## src/rtl/spfp_fu_req_pkg.sv

```systemverilog
// Shared types for the SPFPFU request path: op/select encodings, request FSM states, watchdog default.
package spfp_fu_req_pkg;

  typedef enum logic [3:0] {
    F_LW   = 4'd0,
    F_SW   = 4'd1,
    F_ADD  = 4'd2,
    F_SUB  = 4'd3,
    F_MUL  = 4'd4,
    F_DIV  = 4'd5,
    F_SQRT = 4'd6,
    F_MIN  = 4'd7,
    F_MAX  = 4'd8,
    F_MV   = 4'd9
  } SPFP_OP_TYPE;

  typedef enum logic [1:0] {
    FM_RS1  = 2'd0,
    FM_RS2  = 2'd1,
    FM_IMM  = 2'd2,
    FM_ZERO = 2'd3
  } SPFP_SEL_TYPE;

  typedef enum logic [1:0] {
    SR_IDLE = 2'd0,
    SR_BUSY = 2'd1,
    SR_HOLD = 2'd2
  } SPFP_REQ_STATE;

  localparam int SPFP_TIMEOUT_CYC = 64;

endpackage

```

## src/rtl/spfp_fu_req_if.sv

```systemverilog
// SPFPFU request bundle: decode-side request, FU bus and result handshake.
// master = spfp_fu_req side, slave = the surrounding pipeline / FU.
interface spfp_fu_req_if
  import spfp_fu_req_pkg::*;
#(
  parameter int FLEN  = 32,
  parameter int PC_SZ = 32
) ();
  logic             in_valid;
  logic             in_ready;
  SPFP_OP_TYPE      in_op;
  SPFP_SEL_TYPE     in_sel_x;
  SPFP_SEL_TYPE     in_sel_y;
  logic [FLEN-1:0]  in_Fs1_data;
  logic [FLEN-1:0]  in_Fs2_data;
  logic [FLEN-1:0]  in_imm;
  logic [PC_SZ-1:0] in_pc;

  logic             fu_start;
  SPFP_OP_TYPE      fu_op;
  SPFP_SEL_TYPE     fu_sel_x;
  SPFP_SEL_TYPE     fu_sel_y;
  logic [FLEN-1:0]  fu_Fs1_data;
  logic [FLEN-1:0]  fu_Fs2_data;
  logic [FLEN-1:0]  fu_imm;
  logic             fu_done;
  logic [FLEN-1:0]  fu_Fd_data;
  logic [FLEN-1:0]  fu_ls_addr;
  logic [FLEN-1:0]  fu_st_data;
  logic             fu_mis;

  logic             out_valid;
  logic             out_ready;
  logic [FLEN-1:0]  out_Fd_data;
  logic [FLEN-1:0]  out_ls_addr;
  logic [FLEN-1:0]  out_st_data;
  logic             out_mis;
  SPFP_OP_TYPE      out_op;
  logic [PC_SZ-1:0] out_pc;
  logic             out_timeout;

  modport master (
    input  in_valid, in_op, in_sel_x, in_sel_y, in_Fs1_data, in_Fs2_data, in_imm, in_pc,
    output in_ready,
    output fu_start, fu_op, fu_sel_x, fu_sel_y, fu_Fs1_data, fu_Fs2_data, fu_imm,
    input  fu_done, fu_Fd_data, fu_ls_addr, fu_st_data, fu_mis,
    output out_valid, out_Fd_data, out_ls_addr, out_st_data, out_mis, out_op, out_pc, out_timeout,
    input  out_ready
  );

  modport slave (
    output in_valid, in_op, in_sel_x, in_sel_y, in_Fs1_data, in_Fs2_data, in_imm, in_pc,
    input  in_ready,
    input  fu_start, fu_op, fu_sel_x, fu_sel_y, fu_Fs1_data, fu_Fs2_data, fu_imm,
    output fu_done, fu_Fd_data, fu_ls_addr, fu_st_data, fu_mis,
    input  out_valid, out_Fd_data, out_ls_addr, out_st_data, out_mis, out_op, out_pc, out_timeout,
    output out_ready
  );
endinterface

```

## src/rtl/spfp_fu_req_wdog.sv

```systemverilog
// spfp_wdog: saturating BUSY-cycle counter; the timeout compare exists only with SPFP_TIMEOUT_EN.
module spfp_wdog #(
  parameter int TIMEOUT_CYC = 64
) (
  input  logic clk,
  input  logic rst,
  input  logic clr,
  input  logic busy,
  output logic timeout
);
  logic [7:0] cnt_r;

  // count BUSY cycles, cleared on accept, parks at 255
  always_ff @(posedge clk or posedge rst) begin
    if (rst) begin
      cnt_r <= 8'd0;
    end else if (clr) begin
      cnt_r <= 8'd0;
    end else if (busy && (cnt_r != 8'hFF)) begin
      cnt_r <= cnt_r + 8'd1;
    end
  end

`ifdef SPFP_TIMEOUT_EN
  // cnt_r counts completed BUSY cycles, so the current cycle is the TIMEOUT_CYC-th at LIMIT
  localparam logic [7:0] LIMIT = 8'(TIMEOUT_CYC - 1);
  assign timeout = busy && (cnt_r >= LIMIT);
`else
  logic unused_limit_s;
  assign unused_limit_s = ^(8'(TIMEOUT_CYC)) ^ ^cnt_r;
  assign timeout = 1'b0;
`endif
endmodule

```

## src/rtl/spfp_fu_req.sv

```systemverilog
// SPFPFU request master: registers one FP op onto the FU bus, holds it until done, buffers the result.
// Optional watchdog completion is enabled by defining SPFP_TIMEOUT_EN.
module spfp_fu_req
  import spfp_fu_req_pkg::*;
#(
  parameter int FLEN        = 32,
  parameter int PC_SZ       = 32,
  parameter int TIMEOUT_CYC = SPFP_TIMEOUT_CYC
) (
  input  logic          clk_in,
  input  logic          reset_in,
  input  logic          flush_in,
  spfp_fu_req_if.master bus
);
  localparam logic [1:0] ST_IDLE = SR_IDLE;
  localparam logic [1:0] ST_BUSY = SR_BUSY;
  localparam logic [1:0] ST_HOLD = SR_HOLD;

  logic [1:0]       state_r;
  logic             up_r;
  logic [PC_SZ-1:0] pc_r;
  logic             busy_s;
  logic             accept_s;
  logic             done_s;
  logic             timeout_s;

  assign busy_s      = (state_r == ST_BUSY);
  // up_r keeps in_ready low for the first cycle after reset release
  assign bus.in_ready = up_r && (state_r == ST_IDLE) && !flush_in;
  assign accept_s    = bus.in_valid && bus.in_ready;
  assign done_s      = busy_s && bus.fu_start && bus.fu_done;

  spfp_wdog #(.TIMEOUT_CYC(TIMEOUT_CYC)) u_wdog (
    .clk     (clk_in),
    .rst     (reset_in),
    .clr     (accept_s),
    .busy    (busy_s),
    .timeout (timeout_s)
  );

  // request FSM with start / result-valid flags
  always_ff @(posedge clk_in or posedge reset_in) begin
    if (reset_in) begin
      state_r       <= ST_IDLE;
      up_r          <= 1'b0;
      bus.fu_start  <= 1'b0;
      bus.out_valid <= 1'b0;
    end else begin
      up_r <= 1'b1;
      if (flush_in) begin
        state_r       <= ST_IDLE;
        bus.fu_start  <= 1'b0;
        bus.out_valid <= 1'b0;
      end else begin
        case (state_r)
          ST_IDLE: begin
            if (accept_s) begin
              state_r      <= ST_BUSY;
              bus.fu_start <= 1'b1;
            end
          end
          ST_BUSY: begin
            if (done_s || timeout_s) begin
              state_r       <= ST_HOLD;
              bus.fu_start  <= 1'b0;
              bus.out_valid <= 1'b1;
            end
          end
          ST_HOLD: begin
            if (bus.out_ready) begin
              state_r       <= ST_IDLE;
              bus.out_valid <= 1'b0;
            end
          end
          default: begin
            state_r       <= ST_IDLE;
            bus.fu_start  <= 1'b0;
            bus.out_valid <= 1'b0;
          end
        endcase
      end
    end
  end

  // request fields are loaded only on accept, so they stay frozen while fu_start is high
  always_ff @(posedge clk_in or posedge reset_in) begin
    if (reset_in) begin
      bus.fu_op       <= F_LW;
      bus.fu_sel_x    <= FM_RS1;
      bus.fu_sel_y    <= FM_RS1;
      bus.fu_Fs1_data <= {FLEN{1'b0}};
      bus.fu_Fs2_data <= {FLEN{1'b0}};
      bus.fu_imm      <= {FLEN{1'b0}};
      pc_r            <= {PC_SZ{1'b0}};
    end else if (accept_s) begin
      bus.fu_op       <= bus.in_op;
      bus.fu_sel_x    <= bus.in_sel_x;
      bus.fu_sel_y    <= bus.in_sel_y;
      bus.fu_Fs1_data <= bus.in_Fs1_data;
      bus.fu_Fs2_data <= bus.in_Fs2_data;
      bus.fu_imm      <= bus.in_imm;
      pc_r            <= bus.in_pc;
    end
  end

  // result capture; a real done beats a same-cycle watchdog expiry, flush discards both
  always_ff @(posedge clk_in or posedge reset_in) begin
    if (reset_in) begin
      bus.out_Fd_data <= {FLEN{1'b0}};
      bus.out_ls_addr <= {FLEN{1'b0}};
      bus.out_st_data <= {FLEN{1'b0}};
      bus.out_mis     <= 1'b0;
      bus.out_op      <= F_LW;
      bus.out_pc      <= {PC_SZ{1'b0}};
      bus.out_timeout <= 1'b0;
    end else if (!flush_in && done_s) begin
      bus.out_Fd_data <= bus.fu_Fd_data;
      bus.out_ls_addr <= bus.fu_ls_addr;
      bus.out_st_data <= bus.fu_st_data;
      bus.out_mis     <= bus.fu_mis;
      bus.out_op      <= bus.fu_op;
      bus.out_pc      <= pc_r;
      bus.out_timeout <= 1'b0;
    end else if (!flush_in && timeout_s) begin
      bus.out_Fd_data <= {FLEN{1'b0}};
      bus.out_ls_addr <= {FLEN{1'b0}};
      bus.out_st_data <= {FLEN{1'b0}};
      bus.out_mis     <= 1'b0;
      bus.out_op      <= bus.fu_op;
      bus.out_pc      <= pc_r;
      bus.out_timeout <= 1'b1;
    end
  end
endmodule

```

## src/flat_wrapper.sv

```systemverilog
// flat-port wrapper written by rule: the top's interface ports become plain ports
module spfp_fu_req_flat import spfp_fu_req_pkg::*;
#(
  parameter int FLEN        = 32,
  parameter int PC_SZ       = 32,
  parameter int TIMEOUT_CYC = SPFP_TIMEOUT_CYC
)
  (clk_in, reset_in, flush_in, bus_in_valid, bus_in_op, bus_in_sel_x, bus_in_sel_y, bus_in_Fs1_data, bus_in_Fs2_data, bus_in_imm, bus_in_pc, bus_in_ready, bus_fu_start, bus_fu_op, bus_fu_sel_x, bus_fu_sel_y, bus_fu_Fs1_data, bus_fu_Fs2_data, bus_fu_imm, bus_fu_done, bus_fu_Fd_data, bus_fu_ls_addr, bus_fu_st_data, bus_fu_mis, bus_out_valid, bus_out_Fd_data, bus_out_ls_addr, bus_out_st_data, bus_out_mis, bus_out_op, bus_out_pc, bus_out_timeout, bus_out_ready);
  spfp_fu_req_if #(.FLEN(FLEN), .PC_SZ(PC_SZ)) bus_i ();
  input  logic clk_in;
  input  logic reset_in;
  input  logic flush_in;
  input wire logic [$bits(bus_i.in_valid)-1:0] bus_in_valid;
  input wire logic [$bits(bus_i.in_op)-1:0] bus_in_op;
  input wire logic [$bits(bus_i.in_sel_x)-1:0] bus_in_sel_x;
  input wire logic [$bits(bus_i.in_sel_y)-1:0] bus_in_sel_y;
  input wire logic [$bits(bus_i.in_Fs1_data)-1:0] bus_in_Fs1_data;
  input wire logic [$bits(bus_i.in_Fs2_data)-1:0] bus_in_Fs2_data;
  input wire logic [$bits(bus_i.in_imm)-1:0] bus_in_imm;
  input wire logic [$bits(bus_i.in_pc)-1:0] bus_in_pc;
  output wire logic [$bits(bus_i.in_ready)-1:0] bus_in_ready;
  output wire logic [$bits(bus_i.fu_start)-1:0] bus_fu_start;
  output wire logic [$bits(bus_i.fu_op)-1:0] bus_fu_op;
  output wire logic [$bits(bus_i.fu_sel_x)-1:0] bus_fu_sel_x;
  output wire logic [$bits(bus_i.fu_sel_y)-1:0] bus_fu_sel_y;
  output wire logic [$bits(bus_i.fu_Fs1_data)-1:0] bus_fu_Fs1_data;
  output wire logic [$bits(bus_i.fu_Fs2_data)-1:0] bus_fu_Fs2_data;
  output wire logic [$bits(bus_i.fu_imm)-1:0] bus_fu_imm;
  input wire logic [$bits(bus_i.fu_done)-1:0] bus_fu_done;
  input wire logic [$bits(bus_i.fu_Fd_data)-1:0] bus_fu_Fd_data;
  input wire logic [$bits(bus_i.fu_ls_addr)-1:0] bus_fu_ls_addr;
  input wire logic [$bits(bus_i.fu_st_data)-1:0] bus_fu_st_data;
  input wire logic [$bits(bus_i.fu_mis)-1:0] bus_fu_mis;
  output wire logic [$bits(bus_i.out_valid)-1:0] bus_out_valid;
  output wire logic [$bits(bus_i.out_Fd_data)-1:0] bus_out_Fd_data;
  output wire logic [$bits(bus_i.out_ls_addr)-1:0] bus_out_ls_addr;
  output wire logic [$bits(bus_i.out_st_data)-1:0] bus_out_st_data;
  output wire logic [$bits(bus_i.out_mis)-1:0] bus_out_mis;
  output wire logic [$bits(bus_i.out_op)-1:0] bus_out_op;
  output wire logic [$bits(bus_i.out_pc)-1:0] bus_out_pc;
  output wire logic [$bits(bus_i.out_timeout)-1:0] bus_out_timeout;
  input wire logic [$bits(bus_i.out_ready)-1:0] bus_out_ready;
  assign bus_i.in_valid = bus_in_valid;
  assign bus_i.in_op = bus_in_op;
  assign bus_i.in_sel_x = bus_in_sel_x;
  assign bus_i.in_sel_y = bus_in_sel_y;
  assign bus_i.in_Fs1_data = bus_in_Fs1_data;
  assign bus_i.in_Fs2_data = bus_in_Fs2_data;
  assign bus_i.in_imm = bus_in_imm;
  assign bus_i.in_pc = bus_in_pc;
  assign bus_in_ready = bus_i.in_ready;
  assign bus_fu_start = bus_i.fu_start;
  assign bus_fu_op = bus_i.fu_op;
  assign bus_fu_sel_x = bus_i.fu_sel_x;
  assign bus_fu_sel_y = bus_i.fu_sel_y;
  assign bus_fu_Fs1_data = bus_i.fu_Fs1_data;
  assign bus_fu_Fs2_data = bus_i.fu_Fs2_data;
  assign bus_fu_imm = bus_i.fu_imm;
  assign bus_i.fu_done = bus_fu_done;
  assign bus_i.fu_Fd_data = bus_fu_Fd_data;
  assign bus_i.fu_ls_addr = bus_fu_ls_addr;
  assign bus_i.fu_st_data = bus_fu_st_data;
  assign bus_i.fu_mis = bus_fu_mis;
  assign bus_out_valid = bus_i.out_valid;
  assign bus_out_Fd_data = bus_i.out_Fd_data;
  assign bus_out_ls_addr = bus_i.out_ls_addr;
  assign bus_out_st_data = bus_i.out_st_data;
  assign bus_out_mis = bus_i.out_mis;
  assign bus_out_op = bus_i.out_op;
  assign bus_out_pc = bus_i.out_pc;
  assign bus_out_timeout = bus_i.out_timeout;
  assign bus_i.out_ready = bus_out_ready;
  spfp_fu_req #(.FLEN(FLEN), .PC_SZ(PC_SZ), .TIMEOUT_CYC(TIMEOUT_CYC)) u_core (.clk_in(clk_in), .reset_in(reset_in), .flush_in(flush_in), .bus(bus_i));
endmodule
```

## config.mk

```make
export PLATFORM = sky130hd
export DESIGN_NAME = spfp_fu_req_flat
export DESIGN_NICKNAME = d
export VERILOG_FILES = /design/src/rtl/spfp_fu_req_pkg.sv /design/src/rtl/spfp_fu_req_if.sv /design/src/rtl/spfp_fu_req_wdog.sv /design/src/rtl/spfp_fu_req.sv /design/src/flat_wrapper.sv
export SDC_FILE = /design/constraint.sdc
export NUM_CORES = 1
export LEC_CHECK = 0
export ABC_AREA = 1
export CAP_MARGIN = 10
export CORE_AREA = 2 2 185 187
export DETAILED_ROUTE_END_ITERATION = 10
export DIE_AREA = 0 0 187 189
export HOLD_SLACK_MARGIN = 0.12
export PLACE_DENSITY = 0.72
export SLEW_MARGIN = 20
export SYNTH_ARGS = -nofsm -noshare
export SYNTH_HDL_FRONTEND = slang
export SYNTH_SLANG_ARGS = --single-unit
```

## constraint.sdc

```tcl
create_clock -name clk_in -period 10.8 [get_ports clk_in]
set_input_delay 2.16 -clock clk_in [delete_from_list [all_inputs] [get_ports clk_in]]
set_output_delay 2.16 -clock clk_in [all_outputs]
set_load 0.005 [all_outputs]
```

**After elaboration in Yosys (flattened, before gate mapping)**

Index checks and enable logic that the tools add are counted.

- Equal/unequal tests: 7
- Mux-type cells: 13
- Reductions and logical operators: 11

Operators by type and width:

| kind | count |
|---|---|
| $reduce_and 3->1 | 3 |
| $mux 2 | 4 |
| $logic_and 1x1->1 | 6 |
| $mux 1 | 6 |
| $ne 3x3->1 const B | 2 |
| $pmux 1 s3 | 2 |
| $pmux 2 s3 | 1 |
| $ne 2x2->1 const B | 2 |
| $ne 3x2->1 const B | 1 |
| $eq 2x1->1 const B | 1 |
| $eq 2x2->1 const B | 1 |
| $logic_not 2->1 | 1 |
| $logic_not 1->1 | 1 |

- Register bits after elaboration: 274
- Bits of input ports: 239
- Output and inout bits: 241
- Word-level logic and storage cells: 48

**Longest topological paths before layout**

Gate-level depths: netlist of the first run.

- Word-level depth: 7
- Mapped depth: 8
- Depth with buffers taken out: 7

**Modules after synthesis**

From an unflattened synthesis of the first run, not the netlist that was laid out.

- Cell total of the unflattened synthesis: 1182
- Area total of the unflattened synthesis: 10452.5 sq um

By module, submodules not included:

| module | times used | cells each | area an instance (sq um) | sequential area each (sq um) |
|---|---|---|---|---|
| spfp_fu_req | 1 | 1180 | 10441.3 | 6881.6 |
| spfp_wdog | 1 | 2 | 11.3 | 0.0 |

**Least setup slack after synthesis of the first run**

Ideal clock, no wire load.

- Path kind: input port to output port
- Start: input flush_in
- End: output bus_in_ready
- Arrival time: 2.751 ns
- Required time: 8.640 ns
- Slack: 5.889 ns
- Stages on the path: 5
- Path buffers: 2
- Cells stage by stage: nor2_2 nand2_1 nor2_4 buf_4 buf_4

- Longest elaborated chain between the ends: 2

RTL lines:

| what | RTL line | text |
|---|---|---|
| start, declared | flat_wrapper.sv:12 | `input logic flush_in;` |
| $logic_not 1->1 | spfp_fu_req.sv:29 | `assign bus.in_ready = up_r && (state_r == ST_IDLE) && !flush_in;` |
| $logic_and 1x1->1 | spfp_fu_req.sv:29 |  |
| end, declared | flat_wrapper.sv:21 | `output wire logic [$bits(bus_i.in_ready)-1:0] bus_in_ready;` |

Every way passes these cells.

**Final worst setup path of the first run**

Ends and elaborated chain as after synthesis.

==> results of run 1 <==
==> how the worst min path moves through the flow <==
stage	depth (start not counted)	end	slack, ns
floorplan	2	u_core.pc_r[0]$_DFFE_PP0P_	0.44
global placement	2	u_core.bus.fu_Fs2_data[2]$_DFFE_PP0P_	0.45
detailed placement	2	u_core.bus.out_Fd_data[29]$_DFFE_PP0P_	0.46
CTS	2	u_core.bus.fu_Fs1_data[31]$_DFFE_PP0P_	0.47
global route	2	u_core.bus.fu_imm[11]$_DFFE_PP0P_	0.49
finish	2	u_core.bus.out_pc[15]$_DFFE_PP0P_	0.47
==> registers in the layout, summed over array words and instances (netlist names), 2 cells and up <==
signal	flops
u_core.bus.fu_sel_y	2
u_core.bus.out_Fd_data	32
u_core.state_r	2
u_core.bus.out_ls_addr	32
u_core.bus.out_pc	32
u_core.bus.fu_Fs1_data	32
u_core.bus.fu_imm	32
u_core.bus.out_st_data	32
u_core.pc_r	32
u_core.bus.fu_Fs2_data	32
u_core.bus.fu_sel_x	2
u_core.bus.fu_op	4
u_core.bus.out_op	4
==> Yosys cell counts (all sizes together) <==
| master | number | area, um2 |
|---|---|---|
| nand3 | 271 | 1360 |
| nor3 | 1 | 5.00 |
| o211ai | 1 | 7.51 |
| nand2 | 551 | 2070 |
| inv | 8 | 30.0 |
| dfrtp | 274 | 6860 |
| nor2 | 4 | 25.0 |
| buf | 67 | 455 |
| clkbuf | 21 | 78.8 |
| conb | 2 | 7.51 |
==> where the power goes <==
group | switching (W) | total (W) | internal, W
registers | 0.000105 | 0.00132 | 0.00122
logic | 0.000280 | 0.000701 | 0.000421
clock network | 0.000416 | 0.00104 | 0.000627
==> cells by family after synthesis <==
kind of cell	synth area share
other cells	0.000689
simple gates	0.317
buf+inv	0.0518
flops	0.629
compound gates	0.000689
==> layout make-up <==
type                    instances  area (um2)
fillers                      3104       16500
clock buffers                  43         911
inverters                       8        42.5
well taps                     448         561
clock inverters                 8        93.8
flip-flops and latches        274        6860
multi-input cells             830        3480
repair buffers                487        4850
==> placed cells by master (no fill, tap or decap), drive strengths merged <==
cell type,Yosys,routed
nor2,4,4
dfrtp,274,274
clkbuf,21,43
o211ai,1,1
clkinv,0,5
nor3,1,1
buf,67,10
bufinv,0,2
nand2,551,551
conb,2,2
clkdlybuf4s50,0,477
inv,8,9
nand3,271,271
==> critical path, cell delays in order <==
cell and delay, ns:
clkdlybuf4s50_1 0.45, nor2_2 0.14, nand2_1 0.10, nor2_4 0.09, buf_4 0.58, clkdlybuf4s50_1 0.64
==> stage by stage <==
step,cells,hold WS (ns)
5_1_grt,2098,0.485
6_report,2098,0.466
3_3_place_gp,2047,0.453
2_1_floorplan,1200,0.443
3_5_place_dp,2047,0.457
4_1_cts,2098,0.472
==> metal layers <==
layer | vias to the layer above | wire (um) | track usage | share of wire
met2 | 437 | 17400 | 0.340 | 0.49
met4 | 0 | 982 | 0.0592 | 0.027
met5 | - | 0 | 0 | 0
li1 | 4684 | - | - | -
met3 | 57 | 3150 | 0.0589 | 0.088
met1 | 4701 | 14200 | 0.238 | 0.40
==> results.yml, run 1 <==
timing:
  setup_viol: 0
  max_slew_margin: 0.308
  slew_violations: 0
  finalSetupTns_ns: 0
  hold_viol: 0
  rsz0062_at_grt: "false"
  finalCriticalPeriod_ns: 6.34
  skew_ns: 0.0129
  min_period_over_period: 0.587
  setup_slack_ns: 4.46
  max_freq_ghz: 0.158
  tightest_slew_ns: 1.04
global_route:
  grt_pass1_wl_um: 56300
  antenna_found_initial: 0
  grt_overflow_total: 0
  grt_pass1_vias: 10100
  grt_usage: 0.197
  grt_start_max_net_pins: 127
routing:
  num_vias: 9879
  drt_iter0_markers: 716
  drt-pass1-iter-count: 5
  viasPerCell: 4.71
  ant_nets: 0
  drt_wl_total_um: 35700
  wire_per_inst_um: 17.0
  drc: 0
worst_setup_path:
  r2r_setup_slack_ns: 7.97
  critPathCaptureType: "primary output"
  cp-start-kind: "input pin"
  cp.arrival_ns: 4.18
  worstRegToRegCells: 8
  crit_path_max_fanout: 64
  crit_type: "input pin to primary output"
  endpoint: "bus_in_ready"
  worstReg2RegEnd: "u_core.bus.fu_imm[22]$_DFFE_PP0P_"
  crit_path_start: "flush_in"
  cp.required_ns: 8.64
  r2r-start: "u_core.state_r[0]$_DFFE_PP0P_"
finish:
  layout-drive-gt1-share: 0.0400
  area_growth_pct: 54.2
  final_util: 0.505
  num_antenna_cells: 0
  nNetsFinal: 1870
  post-route-cell-area_um2: 16800
synth:
  ys_seq_area_frac: 0.629
  synth_nets: 1439
  ys_ff_latch: 274
  netlist_area_um2: 10900
  yosysUniqueCellTypes: 17
  synthCells: 1200
  yosys_warnings: 0
  avgSynthCellArea_um2: 9.08
placement:
  dpl.hpwl_um: 24000
  placed_cell_area_um2: 15800
  place_congestion: 0.878
  portBuffers: 478
  pre_cts_ws_ns: 4.45
cts:
  clk_latency_ns: 0.55
  numCtsBuffers: 30
  cts-hold-fix-buffers: 0
  cts_tree: "done"
  cts_resized: 0
  clk_pin_slew_worst_paths_ns: 0.05
  cts_sinks: 274
  cts_max_path_buffers: 3
  h-tree-depth: 1
  cts-root-buf: "clkbuf_16"
  cts_setup_buffers: 0
floorplanning:
  die-area_um2: 35300
  rows: 67
  initial_core_util: 0.327
  die_h_um: 189
  die_w_um: 187
  io_pins: 480
  core-area_um2: 33300
run:
  maxCapViolCount: 0
min_path:
  hold_path.class: "flip-flop to flip-flop"
  min_from: "u_core.bus.out_pc[15]$_DFFE_PP0P_"
status:
  outcome: "completed"
power:
  leakagePower_nw: 8.27
  power_w: 0.00306
  p_per_area_nw_per_um2: 182
  peakVddDrop_v: 0.000121
Power figures use the tool's default switching activity.
==> inputs of run 2 (changes only) <==
Settings changed: CORE_AREA 2 2 185 187 to 2 2 189 191, DIE_AREA 0 0 187 189 to 0 0 191 193.
Clock period 10.8 ns to 5.3 ns, I/O delays scaled along.
==> run 2 against run 1 <==
  * Count of clock-buffer cells in the layout fell by 1
  * Total power grew 100%
  * Final cell count up 0.95%
  * Clock power rose by 100%
  * First-iteration DRC count decreased by 40%
  * Sequential power is 100% higher
  * Die area increased by 4.3%
  * Critical path depth down 1
==> results.yml, run 2 (synthesis gave the netlist of run 1 again) <==
timing:
  max_slew_margin: 0.402
  skew_ns: 0.0117
  whs_ns: 0.468
  slew_violations: 0
  rsz0062_at_grt: "false"
  finalCriticalPeriod_ns: 3.55
  setup_slack_ns: 1.75
  min_period_over_period: 0.669
  finalSetupTns_ns: 0
  setup_viol: 0
  hold_viol: 0
  max_freq_ghz: 0.282
  tightest_slew_ns: 0.897
global_route:
  grt_start_max_net_pins: 138
  grt_usage: 0.187
  grt_pass1_wl_um: 54600
  grt_pass1_vias: 9858
  antenna_found_initial: 3
  grt_overflow_total: 0
routing:
  ant_nets: 0
  num_vias: 9868
  drt-pass1-iter-count: 5
  drt_iter0_markers: 428
  viasPerCell: 4.66
  drc: 0
  drt_wl_total_um: 35800
  wire_per_inst_um: 16.9
placement:
  pre_cts_ws_ns: 1.63
  place_inst: 2062
  place_congestion: 0.821
  portBuffers: 478
  dpl.hpwl_um: 24100
worst_setup_path:
  cp.required_ns: 4.24
  crit_type: "input pin to primary output"
  cp.arrival_ns: 2.49
  crit_path_max_fanout: 3
  critPathCaptureType: "primary output"
  cp-start-kind: "input pin"
finish:
  layout-drive-gt1-share: 0.0423
  final_util: 0.483
  multiInputGateArea_um2: 3490
  nNetsFinal: 1871
  layout_common_cells: "nand2_1, clkdlybuf4s50_1, dfrtp_1"
  stdcell_count: 2118
  area_growth_pct: 55.1
  fillers: 3294
  regArea_um2: 6860
  final_common_cell: "nand2_1"
cts:
  numCtsBuffers: 29
  cts_sinks: 274
  cts_tree: "done"
  h-tree-depth: 1
  cts_resized: 0
  cts-hold-fix-buffers: 0
  cts-root-buf: "clkbuf_16"
  clk_pin_slew_worst_paths_ns: 0.06
  cts_setup_buffers: 0
  cts_max_path_buffers: 3
  clk_latency_ns: 0.55
floorplanning:
  die_w_um: 191
  core-area_um2: 35000
  initial_core_util: 0.312
  rows: 69
  io_pins: 480
  die_h_um: 193
  die-area_um2: 36900
power:
  leakagePower_nw: 8.27
  peakVddDrop_v: 0.000235
  p_per_area_nw_per_um2: 371
status:
  outcome: "completed"
run:
  maxCapViolCount: 0
min_path:
  hold_path.class: "flip-flop to flip-flop"
==> run 2: cell types whose count changed in the layout (fill, tap and decap cells not counted), moves of 2 or more <==
cell        change
clkbuf_16       -2
diode_2         +3
buf_12          +4
buf_4           -2
clkinvlp_4      +2
==> run 2: per-layer routing <==
layer  global-route usage  routed length (um)  up-vias  share of wire
met4               0.0599                 957        2          0.027
li1                     -                   -     4699              -
met2                0.316               17000      443           0.47
met5                    0                  16        -        0.00045
met1                0.224               13900     4672           0.39
met3               0.0639                3930       52           0.11
==> run 2: final timing paths <==
kind                                                    from                                     end  slack [ns]  cells past startpoint
min in group asynchronous                           reset_in        u_core.bus.out_pc[7]$_DFFE_PP0P_        1.01                      2
setup reg to reg               u_core.state_r[0]$_DFFE_PP0P_             u_core.pc_r[21]$_DFFE_PP0P_        2.64                      8
setup / recovery                                    flush_in                            bus_in_ready        1.75                      5
max in group asynchronous                           reset_in  u_core.bus.out_Fd_data[18]$_DFFE_PP0P_        3.14                      3
hold reg to reg            u_core.bus.out_pc[25]$_DFFE_PP0P_       u_core.bus.out_pc[25]$_DFFE_PP0P_        0.47                      2
hold / removal             u_core.bus.out_pc[25]$_DFFE_PP0P_       u_core.bus.out_pc[25]$_DFFE_PP0P_        0.47                      2
==> run 2: layout make-up <==
type,count,share of cell area
antenna,3,0.000444
clock buffer,42,0.0518
clock inverter,11,0.00807
inverter,8,0.00230
multi-input combinational,830,0.207
sequential,274,0.406
tap,461,0.0341
timing repair buffer,489,0.291
==> run 2: through the flow <==
stage	instance area [um2]	power [W]
2_1_floorplan	10900	0.00315
3_3_place_gp	15900	0.00415
3_5_place_dp	15900	0.00418
4_1_cts	16900	0.00636
5_1_grt	16900	0.00661
6_report	16900	0.00626
==> run 2: where the power goes <==
| part | switching, W | total, W | internal, W |
|---|---|---|---|
| logic | 0.000566 | 0.00143 | 0.000862 |
| registers | 0.000222 | 0.00270 | 0.00248 |
| clock network | 0.000850 | 0.00213 | 0.00128 |
| total | 0.00164 | 0.00626 | 0.00462 |
==> run 2: worst max-delay path, cell delays in order <==
cell and delay, ns:
clkdlybuf4s50_1 0.46, nor2_2 0.15, nand2_1 0.12, nor2_4 0.15, clkdlybuf4s50_1 0.54
==> inputs of run 3 (changes only) <==
Settings changed: CORE_AREA 2 2 189 191 to 2 2 185 187, DIE_AREA 0 0 191 193 to 0 0 187 189.
Clock period 5.3 ns to 3.3 ns, I/O delays scaled along.
==> run 3 against run 2 <==
  * Clock skew is 0.00096 ns higher
  * Die area shrank 4.1%
  * First-iteration DRC count is 24% higher
  * Utilization is 2.8 points higher
  * Total power is 61% higher
==> results.yml, run 3 (synthesis gave the netlist of run 1 again) <==
worst_setup_path:
  crit_path_max_fanout: 3
  cp.required_ns: 2.64
  critPathCaptureType: "primary output"
  cp.arrival_ns: 2.10
  crit_type: "input pin to primary output"
  worstRegToRegCells: 8
  cp-start-kind: "input pin"
finish:
  num_antenna_cells: 0
  fillers: 3042
  nNetsFinal: 1880
  area_growth_pct: 56.1
  final_common_cell: "nand2_1"
  stdcell_count: 2111
  layout-drive-gt1-share: 0.0475
  layout_common_cells: "nand2_1, clkdlybuf4s50_1, dfrtp_1"
global_route:
  grt_start_max_net_pins: 138
  grt_usage: 0.195
  grt_overflow_total: 0
  grt_pass1_wl_um: 55600
  grt_pass1_vias: 10000
  antenna_found_initial: 0
cts:
  numCtsBuffers: 31
  cts_sinks: 274
  cts_setup_buffers: 0
  cts_max_path_buffers: 3
  cts_tree: "done"
  cts_resized: 0
  cts-hold-fix-buffers: 0
  h-tree-depth: 1
  clk_latency_ns: 0.55
  cts-root-buf: "clkbuf_16"
  clk_pin_slew_worst_paths_ns: 0.06
routing:
  ant_nets: 0
  drt-pass1-iter-count: 5
  viasPerCell: 4.66
  num_vias: 9843
  drt_iter0_markers: 529
  drt_wl_total_um: 35200
  wire_per_inst_um: 16.7
  drc: 0
floorplanning:
  rows: 67
  core-area_um2: 33300
  die-area_um2: 35300
  io_pins: 480
  initial_core_util: 0.327
  die_w_um: 187
  die_h_um: 189
placement:
  place_congestion: 0.873
  portBuffers: 478
  dpl.hpwl_um: 24700
  place_inst: 2056
run:
  maxCapViolCount: 0
timing:
  finalCriticalPeriod_ns: 2.76
  max_freq_ghz: 0.363
  whs_ns: 0.466
  setup_viol: 0
  skew_ns: 0.0126
  tightest_slew_ns: 0.732
  max_slew_margin: 0.512
  hold_viol: 0
  rsz0062_at_grt: "false"
  slew_violations: 0
  min_period_over_period: 0.835
power:
  power_w: 0.0101
  p_per_area_nw_per_um2: 593
  leakagePower_nw: 8.37
  peakVddDrop_v: 0.000324
min_path:
  hold_path.class: "flip-flop to flip-flop"
  hold_depth: 2
status:
  outcome: "completed"
-- run 3: path summary, 6_finish.rpt --
| kind | start | end | slack, ns |
|---|---|---|---|
| setup / recovery | flush_in | bus_in_ready | 0.54 |
| hold / removal | u_core.bus.out_ls_addr[15]$_DFFE_PP0P_ | u_core.bus.out_ls_addr[15]$_DFFE_PP0P_ | 0.47 |
| setup reg to reg | u_core.state_r[0]$_DFFE_PP0P_ | u_core.bus.fu_Fs2_data[6]$_DFFE_PP0P_ | 1.36 |
| hold reg to reg | u_core.bus.out_ls_addr[15]$_DFFE_PP0P_ | u_core.bus.out_ls_addr[15]$_DFFE_PP0P_ | 0.47 |
| max in group asynchronous | reset_in | u_core.bus.fu_Fs1_data[30]$_DFFE_PP0P_ | 1.92 |
| min in group asynchronous | reset_in | u_core.bus.out_ls_addr[24]$_DFFE_PP0P_ | 0.55 |
-- run 3: layer usage --
layer / share of wire / GRT usage / vias to the layer above
met3: 0.084 / 0.0569 / 60
met5: 0 / 0 / -
met4: 0.024 / 0.0522 / 0
met2: 0.50 / 0.349 / 381
li1: - / - / 4702
met1: 0.40 / 0.229 / 4700
-- run 3: area by class of cell --
type | count | area [um2] | share of cell area
repair buffers | 496 | 5040 | 0.296
well taps | 448 | 561 | 0.0330
clock buffers | 43 | 911 | 0.0536
clock inverters | 12 | 114 | 0.00669
multi-input cells | 830 | 3480 | 0.205
inverters | 8 | 38.8 | 0.00228
flip-flops and latches | 274 | 6860 | 0.403
-- run 3: worst max-delay path: stages --
cell             delay [ns]
clkdlybuf4s50_1        0.47
nor2_2                 0.15
nand2_1                0.12
nor2_4                 0.13
clkdlybuf4s50_1        0.56
-- run 3: metrics by stage --
stage                     utilization  cell area [um2]  TNS, ns  worst slack [ns]
after floorplan                     -            10900  -269.45            -0.983
after global placement          0.480            16000        0             0.584
after detailed placement        0.480            16000        0             0.526
after CTS                       0.511            17000        0             0.542
after global routing            0.511            17000        0             0.472
final                           0.511            17000        0             0.545
-- run 3: power breakdown --
group	internal (W)	total [W]	switching, W
logic	0.00140	0.00231	0.000910
registers	0.00398	0.00433	0.000354
clock network	0.00206	0.00344	0.00137
